**src/rtl/pwm_meter_pkg.sv**
```systemverilog
// Shared types and constants for the PWM duty meter.
package pwm_meter_pkg;

  typedef enum logic [1:0] {
    WAIT_EDGE,
    HIGH,
    LOW,
    STUCK
  } meter_state_e;

  localparam int unsigned DUTY_W = 7;
  localparam int unsigned PCT    = 100;

  // Dividend is hcnt*100, which needs DUTY_W extra bits; one quotient bit per cycle.
  function automatic int unsigned div_iters(input int unsigned cnt_w);
    return cnt_w + DUTY_W;
  endfunction

endpackage

```
**src/rtl/seq_divider.sv**
```systemverilog
// Restoring shift-subtract divider, one quotient bit per cycle, with synchronous abort.
module seq_divider #(
  parameter int unsigned DVD_W = 23,
  parameter int unsigned DVS_W = 16,
  parameter int unsigned QUO_W = 7
) (
  input  logic             clk,
  input  logic             abort,
  input  logic             start,
  input  logic [DVD_W-1:0] dividend,
  input  logic [DVS_W-1:0] divisor,
  output logic             busy,
  output logic             done,
  output logic [QUO_W-1:0] quotient
);
  localparam int unsigned CW = $clog2(DVD_W);
  localparam logic [CW-1:0] LAST = CW'(DVD_W - 1);

  logic [DVD_W-1:0] dvd_q, dvd_nx;
  logic [DVS_W-1:0] dvs_q, rem_q, rem_nx;
  logic [DVS_W:0]   trial, diff;
  logic [CW-1:0]    cnt_q;
  logic             busy_q, fit;

  assign trial = {rem_q, dvd_q[DVD_W-1]};
  assign diff  = trial - {1'b0, dvs_q};
  // rem < divisor keeps trial < 2*divisor, so the borrow bit alone decides the fit.
  assign fit    = ~diff[DVS_W];
  assign rem_nx = fit ? diff[DVS_W-1:0] : trial[DVS_W-1:0];
  // Quotient bits shift into the low end as dividend bits leave the top.
  assign dvd_nx = {dvd_q[DVD_W-2:0], fit};

  assign busy     = busy_q;
  assign done     = busy_q && (cnt_q == LAST);
  assign quotient = dvd_nx[QUO_W-1:0];

  always_ff @(posedge clk) begin
    if (abort) begin
      busy_q <= 1'b0;
      cnt_q  <= '0;
      dvd_q  <= '0;
      dvs_q  <= '0;
      rem_q  <= '0;
    end else if (start && !busy_q) begin
      busy_q <= 1'b1;
      cnt_q  <= '0;
      dvd_q  <= dividend;
      dvs_q  <= divisor;
      rem_q  <= '0;
    end else if (busy_q) begin
      dvd_q <= dvd_nx;
      rem_q <= rem_nx;
      cnt_q <= cnt_q + CW'(1);
      if (done) busy_q <= 1'b0;
    end
  end

endmodule

```
**src/rtl/pwm_duty_meter.sv**
```systemverilog
// Measures high time, period and integer duty percentage of a sampled PWM input,
// flagging a line with no rising edge for a full counter span.
module pwm_duty_meter
  import pwm_meter_pkg::*;
#(
  parameter int unsigned CNT_W = 16
) (
  input  logic              clk,
  input  logic              rst,
  input  logic              pwm,
  output logic [CNT_W-1:0]  high_cnt,
  output logic [CNT_W-1:0]  period_cnt,
  output logic [DUTY_W-1:0] duty,
  output logic              valid,
  output logic              stuck,
  output logic              busy
);
  localparam int unsigned      DVD_W = div_iters(CNT_W);
  localparam logic [CNT_W-1:0] CMAX  = '1;
  localparam logic [CNT_W-1:0] ONE   = CNT_W'(1);

  logic              s1, pwm_s, pwm_d, rise, fall;
  meter_state_e      state_q, state_d;
  logic [CNT_W-1:0]  hcnt_q, hcnt_d, pcnt_q, pcnt_d, cap_h, cap_p;
  logic              complete, stuck_go, div_start, div_done, div_abort;
  logic [DVD_W-1:0]  hx, dividend;
  logic [DUTY_W-1:0] quo;

  always_ff @(posedge clk) begin
    if (!rst) begin
      s1    <= 1'b0;
      pwm_s <= 1'b0;
      pwm_d <= 1'b0;
    end else begin
      s1    <= pwm;
      pwm_s <= s1;
      pwm_d <= pwm_s;
    end
  end

  assign rise = pwm_s & ~pwm_d;
  assign fall = ~pwm_s & pwm_d;

  always_ff @(posedge clk) begin
    if (!rst) begin
      state_q <= WAIT_EDGE;
      hcnt_q  <= '0;
      pcnt_q  <= '0;
    end else begin
      state_q <= state_d;
      hcnt_q  <= hcnt_d;
      pcnt_q  <= pcnt_d;
    end
  end

  // Counters reload to 1: the edge-detect cycle is the first cycle of the new period.
  always_comb begin
    state_d  = state_q;
    hcnt_d   = hcnt_q;
    pcnt_d   = pcnt_q;
    complete = 1'b0;
    stuck_go = 1'b0;
    case (state_q)
      WAIT_EDGE, STUCK: begin
        if (rise) begin
          state_d = HIGH;
          hcnt_d  = ONE;
          pcnt_d  = ONE;
        end
      end
      HIGH, LOW: begin
        if (rise) begin
          complete = 1'b1;
          state_d  = HIGH;
          hcnt_d   = ONE;
          pcnt_d   = ONE;
        end else if (pcnt_q == CMAX) begin
          state_d  = STUCK;
          stuck_go = 1'b1;
        end else if (state_q == HIGH && fall) begin
          state_d = LOW;
          pcnt_d  = pcnt_q + ONE;
        end else begin
          pcnt_d = pcnt_q + ONE;
          if (state_q == HIGH) hcnt_d = hcnt_q + ONE;
        end
      end
      default: state_d = WAIT_EDGE;
    endcase
  end

  assign hx        = DVD_W'(hcnt_q);
  assign dividend  = (hx << 6) + (hx << 5) + (hx << 2);
  assign div_start = complete & ~busy;
  assign div_abort = ~rst;

  seq_divider #(
    .DVD_W(DVD_W),
    .DVS_W(CNT_W),
    .QUO_W(DUTY_W)
  ) u_div (
    .clk      (clk),
    .abort    (div_abort),
    .start    (div_start),
    .dividend (dividend),
    .divisor  (pcnt_q),
    .busy     (busy),
    .done     (div_done),
    .quotient (quo)
  );

  always_ff @(posedge clk) begin
    if (!rst) begin
      high_cnt   <= '0;
      period_cnt <= '0;
      duty       <= '0;
      valid      <= 1'b0;
      stuck      <= 1'b0;
      cap_h      <= '0;
      cap_p      <= '0;
    end else begin
      valid <= 1'b0;
      if (stuck_go) begin
        stuck      <= 1'b1;
        period_cnt <= '1;
        high_cnt   <= pwm_s ? CMAX : '0;
        duty       <= pwm_s ? DUTY_W'(PCT) : '0;
        valid      <= 1'b1;
      end else if (div_done) begin
        stuck      <= 1'b0;
        high_cnt   <= cap_h;
        period_cnt <= cap_p;
        duty       <= quo;
        valid      <= 1'b1;
      end
      if (div_start) begin
        cap_h <= hcnt_q;
        cap_p <= pcnt_q;
      end
    end
  end

endmodule

```
**config.mk**
```make
export PLATFORM = sky130hd
export DESIGN_NAME = pwm_duty_meter
export DESIGN_NICKNAME = d
export VERILOG_FILES = /design/src/rtl/pwm_meter_pkg.sv /design/src/rtl/seq_divider.sv /design/src/rtl/pwm_duty_meter.sv
export SDC_FILE = /design/constraint.sdc
export NUM_CORES = 1
export LEC_CHECK = 0
export ABC_AREA = 1
export CAP_MARGIN = 20
export CORE_ASPECT_RATIO = 1.1
export CORE_MARGIN = 1
export CORE_UTILIZATION = 50
export CTS_BUF_LIST = sky130_fd_sc_hd__clkbuf_4 sky130_fd_sc_hd__clkbuf_8 sky130_fd_sc_hd__clkbuf_16
export CTS_CLUSTER_DIAMETER = 40
export DETAILED_ROUTE_END_ITERATION = 16
export PLACE_DENSITY_LB_ADDON = 0.3
export SYNTH_ARGS = -nofsm -noshare
export SYNTH_HDL_FRONTEND = slang
export SYNTH_SLANG_ARGS = --single-unit
```
**constraint.sdc**
```tcl
create_clock -name clk -period 3.45 [get_ports clk]
set_input_delay 0.5175 -clock clk [delete_from_list [all_inputs] [get_ports clk]]
set_output_delay 0.5175 -clock clk [all_outputs]
set_load 0.02 [all_outputs]
```
==> flow_summary.json, run 1 <==
{
  "drtPass1Iterations": 5,
  "required_ns": 3.72,
  "arrival_ns": 3.07,
  "core-area_um2": 17700,
  "timing.rr.start": "hcnt_q[4]",
  "drc_errors": 0,
  "ff2ff_path_depth": 15,
  "dr_total_vias": 8080,
  "critPathLaunch": "hcnt_q[4]",
  "finalClockSkew_ns": 0.0113,
  "cts_root_buf": "clkbuf_16",
  "ys_seq_area_share_pct": 34.2,
  "worst_setup_path_end_kind": "flip-flop",
  "htreeDepth": 4,
  "cts_sinks": 155,
  "gp_congestion": 0.936,
  "yosys_warnings": 0,
  "ctsLongestPathBuffers": 2,
  "ant_nets": 0,
  "ys_seq_elements": 155,
  "synth_edf_count": 0,
  "drv_cap": 0,
  "io_pins": 45,
  "area_growth_pct": 13.3,
  "drive_above_1_share_pct": 7.87,
  "reg2reg_setup_slack_ns": 0.65,
  "cts_inserted_buffers": 17,
  "slew_headroom_pct": 39.9,
  "fin_nets": 1377,
  "period_share_pct": 81.1,
  "tightest_slew_ns": 0.900,
  "drt-total-wl_um": 21800,
  "fillerInstances": 1704,
  "overflow": 0,
  "tns_ns": 0,
  "hold_buffers": 0,
  "clk_pin_slew_worst_paths_ns": 0.07,
  "hold_class": "reg2reg",
  "postCtsSetupBuffers": 0,
  "cts_tree": "built",
  "fin_crit_ns": 2.80,
  "num_antenna_cells": 0,
  "antenna_found_initial": 0,
  "rows": 51,
  "crit_path_start_kind": "flip-flop",
  "outcome": "completed",
  "syn_area_per_cell_um2": 7.07,
  "cts-resized-gates": 0,
  "insertion_delay_ns": 0.43,
  "crit-reg2reg-capture": "u_div.dvd_q[20]",
  "power.density_nw_per_um2": 613,
  "place_hpwl_um": 15700,
  "cp-endpoint": "u_div.dvd_q[20]",
  "rsz0062_at_grt": "false",
  "crit_type": "reg2reg",
  "fmax_mhz": 357,
  "grt_util_all_layers_pct": 25.0,
  "grt_max_degree": 57,
  "portBuffers": 44,
  "routed_via_density": 5.18,
  "path_max_fanout": 7,
  "die_h_um": 143,
  "die_area_um2": 18700,
  "synth_nets": 1351,
  "dieWidth_um": 130,
  "grt_pass1_vias": 7649,
  "leakagePower_uw": 0.00464,
  "drt_iter0_markers": 522,
  "yosysUniqueCellTypes": 50,
  "grt_pass1_wl_um": 36500,
  "hold_viol_final": 0,
  "initial_core_util_pct": 51.1,
  "wl_per_cell_um": 14.0,
  "final-setup-viol-count": 0,
  "multiInputGateArea_um2": 5060,
  "syn-cell-area_um2": 9070,
  "synthFlopType": "dfxtp_1",
  "postSynthCellCount": 1282,
  "ir_drop_v": 0.000376,
  "fin_hold_ws_ns": 0.418,
  "slew_viol_final": 0,
  "async_flop_share_pct": 0,
  "seqCellArea_um2": 3100
}
layout make-up:
class,count,share of cell area [%]
clock buffer,18,4.21
clock inverter,14,1.90
inverter,179,6.59
multi-input combinational,901,49.2
sequential,155,30.2
tap,238,2.90
timing repair buffer,54,4.97
placed cells by master, fill, tap and decap left out, types with 6 or more instances in the layout:
master             n
a21oi_1          111
nand4_1            6
nand2_1          360
inv_2             12
clkdlybuf4s50_1   43
o21ai_0           60
nand3_1           87
ha_1              52
nand3b_1           6
nor3_1            19
a211oi_1           8
a211oi_2          11
buf_4             10
xnor2_1            7
xor2_1            19
nor2_1            73
nand2_2           11
inv_1            166
clkbuf_16         17
fa_1              14
dfxtp_1          155
a21oi_2            9
inv_6              7
worst max-delay path: stages, from the launching register on:
cell and delay (ns):
dfxtp_1 0.50, inv_1 0.14, fa_1 0.55, inv_1 0.04
ha_1 0.21, fa_1 0.40, nand3_1 0.10, nand2_1 0.10
nand2_1 0.07, nand2_1 0.09, nand3_1 0.11, nand2_1 0.06
nand2_1 0.06, nand3_1 0.06, nand2_1 0.08, a21oi_1 0.05
synthesized netlist by cell type (6+ instances only):
cell type | count | share of area (%)
a21oi_1 | 111 | 6.1
a211oi_2 | 11 | 1.5
nor2_1 | 74 | 3.1
xnor2_1 | 7 | 0.68
nand2_2 | 11 | 0.76
xor2_1 | 19 | 1.8
a21oi_2 | 9 | 0.87
inv_1 | 166 | 6.9
clkbuf_1 | 23 | 0.95
buf_2 | 14 | 0.77
a211oi_1 | 8 | 0.66
nor3_1 | 19 | 1.0
nand3b_1 | 6 | 0.50
dfxtp_1 | 155 | 34
inv_2 | 11 | 0.46
nand2_1 | 360 | 15
ha_1 | 52 | 7.2
o21ai_0 | 60 | 3.3
nand3_1 | 87 | 4.8
fa_1 | 14 | 3.1
nand4_1 | 6 | 0.41
state kept, by name (all words and copies together), names as in the netlist:
signal,cells
u_div.dvd_q,23
pwm_s,1
cap_p,16
period_cnt,16
u_div.busy,1
pcnt_q,16
valid,1
pwm_d,1
u_div.cnt_q,5
high_cnt,16
stuck,1
s1,1
state_q,2
hcnt_q,16
cap_h,16
duty,7
u_div.rem_q,16
per-layer routing:
metal / track usage (%) / share of wire (%) / up-vias / routed length (um)
li1: - / - / 4165 / -
met1: 29.6 / 44 / 3711 / 9590
met2: 43.7 / 49 / 160 / 10800
met3: 3.67 / 3.1 / 44 / 667
met4: 12.5 / 3.5 / 0 / 772
met5: 0 / 0 / - / 0
power by group:
part	switching (uW)	leakage [uW]	internal, uW
Combinational	1570	0.00308	743
Sequential	70.2	0.00125	1900
Clock	829	0.000308	1180
through the flow:
| step | instance area [um^2] | setup slack, ns | total power, uW | util [%] | instances |
|---|---|---|---|---|---|
| 4_1_cts | 10300 | 0.643 | 6300 | 57.9 | 1559 |
| 3_5_place_dp | 9640 | 0.663 | 4300 | 54.4 | 1527 |
| 3_3_place_gp | 9640 | 0.709 | 4260 | 54.4 | 1527 |
| 5_1_grt | 10300 | 0.332 | 6750 | 57.9 | 1559 |
| 6_report | 10300 | 0.651 | 6290 | 57.9 | 1559 |
| 2_1_floorplan | 9070 | 0.925 | 3820 | - | 1282 |
worst min path at each step:
stage                     from    end  slack, ns  cells past startpoint
after floorplan             s1  pwm_s       0.39                      2
after global placement      s1  pwm_s       0.40                      2
after detailed placement    s1  pwm_s       0.40                      2
after CTS                   s1  pwm_s       0.42                      2
after global routing        s1  pwm_s       0.46                      2
final                       s1  pwm_s       0.42                      2
kinds of logic (layout without fill, tap and decap cells):
logic type	Yosys count	in the layout	share of synthesized area, %
and+or+nand+nor	590	590	28.6
buffers and inverters	226	265	10.1
AOI/OAI and AO/OA	219	219	14.3
DFF	155	155	34.2
adders and majority gates	66	66	10.3
xor gates and xnor gates	26	26	2.51
Power figures use the tool's default switching activity.
==> run 2, diff against run 1 <==
==> constraint.sdc (replaced) <==
create_clock -name clk -period 2.76 [get_ports clk]
set_input_delay 0.414 -clock clk [delete_from_list [all_inputs] [get_ports clk]]
set_output_delay 0.414 -clock clk [all_outputs]
set_load 0.02 [all_outputs]
==> flow_summary.json, run 2 (synthesis gave the netlist of run 1 again) <==
{
  "crit-reg2reg-capture": "u_div.dvd_q[16]",
  "tightest_slew_ns": 0.734,
  "slew_viol_final": 0,
  "htreeDepth": 4,
  "core-area_um2": 17700,
  "hold_path_depth": 2,
  "clk_pin_slew_worst_paths_ns": 0.06,
  "required_ns": 3.04,
  "area_growth_pct": 14.0,
  "final_cell_mix": "nand2_1 (359), inv_1 (166), dfxtp_1 (154)",
  "slew_headroom_pct": 51.0,
  "insertion_delay_ns": 0.43,
  "fmax_mhz": 388,
  "gp_congestion": 0.918,
  "rsz0062_at_grt": "false",
  "fin_nets": 1390,
  "grt_pass1_vias": 7776,
  "largest_reg_flops": 23,
  "io_pins": 45,
  "dr_total_vias": 8176,
  "final-setup-viol-count": 0,
  "worst_setup_path_end_kind": "flip-flop",
  "grt_max_degree": 66,
  "initial_core_util_pct": 51.1,
  "grt_util_all_layers_pct": 25.1,
  "cts_sinks": 155,
  "finalPower_uw": 7780,
  "die_h_um": 143,
  "path_max_fanout": 3,
  "cts_tree": "built",
  "timing.rr.start": "hcnt_q[4]",
  "period_share_pct": 93.3,
  "ant_nets": 0,
  "cts_root_buf": "clkbuf_16",
  "place_hpwl_um": 15800,
  "portBuffers": 44,
  "drv_cap": 0,
  "ir_drop_v": 0.000657,
  "die_area_um2": 18700,
  "layout_commonest_cell": "nand2_1",
  "fillerInstances": 1726,
  "seqCellArea_um2": 3100,
  "fin_crit_ns": 2.58,
  "num_antenna_cells": 0,
  "cts_inserted_buffers": 17,
  "drt_iter0_markers": 440,
  "finalClockSkew_ns": 0.00941,
  "drt-total-wl_um": 22200,
  "rows": 51,
  "crit_path_start_kind": "flip-flop",
  "final_cells": 1572,
  "arrival_ns": 2.85,
  "hp-start": "s1",
  "drive_above_1_share_pct": 8.92,
  "routed_via_density": 5.20,
  "ff2ff_path_depth": 14,
  "leakagePower_uw": 0.00468,
  "regMostFlops": "u_div.dvd_q",
  "wl_per_cell_um": 14.1,
  "dp.cells": 1540,
  "hold_viol_final": 0,
  "hold_class": "reg2reg",
  "tns_ns": 0,
  "drc_errors": 0,
  "outcome": "completed",
  "drtPass1Iterations": 5,
  "antenna_found_initial": 0,
  "ctsLongestPathBuffers": 2,
  "reg2reg_setup_slack_ns": 0.18,
  "grt_pass1_wl_um": 36500,
  "hold_path_end": "pwm_s",
  "multiInputGateArea_um2": 5060,
  "dieWidth_um": 130,
  "power.density_nw_per_um2": 753,
  "overflow": 0,
  "crit_type": "reg2reg",
  "fin_hold_ws_ns": 0.427
}
-- run 2: changes by cell type in the layout (fill, tap and decap cells not counted) --
| cell | previous run | this run |
|---|---|---|
| buf_4 | 10 | 23 |
| bufinv_16 | 3 | 2 |
| clkbuf_4 | 1 | 2 |
| clkinv_2 | 0 | 1 |
| clkinv_4 | 0 | 1 |
| clkinvlp_4 | 1 | 3 |
| dfxtp_1 | 155 | 154 |
| dfxtp_2 | 0 | 1 |
| inv_6 | 7 | 4 |
| inv_8 | 4 | 3 |
| nand2_1 | 360 | 359 |
| nand2_2 | 11 | 12 |
-- run 2: worst max path at each step --
stage                     startpoint         endpoint  slack [ns]  cells after the start
after global routing       hcnt_q[0]  u_div.dvd_q[20]        0.03                     15
after CTS                  hcnt_q[0]  u_div.dvd_q[16]        0.14                     14
after global placement     hcnt_q[0]  u_div.dvd_q[20]        0.20                     15
after floorplan            hcnt_q[4]  u_div.dvd_q[20]        0.24                     15
final                      hcnt_q[4]  u_div.dvd_q[16]        0.18                     14
after detailed placement   hcnt_q[0]  u_div.dvd_q[20]        0.16                     15
-- run 2: cell type report --
cell class | count | share of cell area (%)
Clock buffer | 19 | 4.26
Clock inverter | 13 | 1.51
Inverter | 179 | 6.54
Multi-Input combinational cell | 901 | 48.9
Sequential cell | 155 | 30.0
Tap cell | 238 | 2.88
Timing Repair Buffer | 67 | 5.88
-- run 2: report_power, final --
group,total [uW],internal [uW],switching (uW)
combinational,2930,943,1980
sequential,2470,2380,89.4
clock,2390,1380,1010
-- run 2: what timing repair did --
item	in CTS	in global routing
gates resized for setup	0	2
setup endpoints to repair	0	4
setup buffers	0	0
hold buffers	0	0
-- run 2: critical path, cell delays in order (launching register included) --
cell and delay, ns:
dfxtp_1 0.34, inv_1 0.08, fa_1 0.54, inv_1 0.04, ha_1 0.22, fa_1 0.42
nand3_1 0.10, nand2_1 0.11, nand2_1 0.08, nand2_1 0.08, nand2_1 0.09, a21o_1 0.11
nand3_1 0.06, nand2_1 0.10, a21oi_1 0.06
-- run 2: through the flow --
| stage | instance area [um^2] | setup WS, ns | util [%] |
|---|---|---|---|
| final | 10300 | 0.185 | 58.3 |
| after global routing | 10300 | 0.0315 | 58.3 |
| after CTS | 10300 | 0.141 | 58.3 |
| after detailed placement | 9740 | 0.161 | 54.9 |
| after global placement | 9740 | 0.198 | 54.9 |
| after floorplan | 9070 | 0.235 | - |
-- run 2: layer usage --
| layer | wire (um) | global-route usage, % |
|---|---|---|
| met3 | 712 | 4.27 |
| met1 | 9740 | 28.9 |
| met5 | 0 | 0 |
| met4 | 764 | 11.3 |
| met2 | 11000 | 45.2 |
==> run 3, diff against run 2 <==
--- a/config.mk
+++ b/config.mk
@@ -6,7 +6,7 @@
 export NUM_CORES = 1
 export LEC_CHECK = 0
 export ABC_AREA = 1
-export CAP_MARGIN = 20
+export CAP_MARGIN = 10
 export CORE_ASPECT_RATIO = 1.1
 export CORE_MARGIN = 1
 export CORE_UTILIZATION = 50
==> results of run 3 <==
Same layout as run 2: the final DEF is identical, and so are final timing and power.
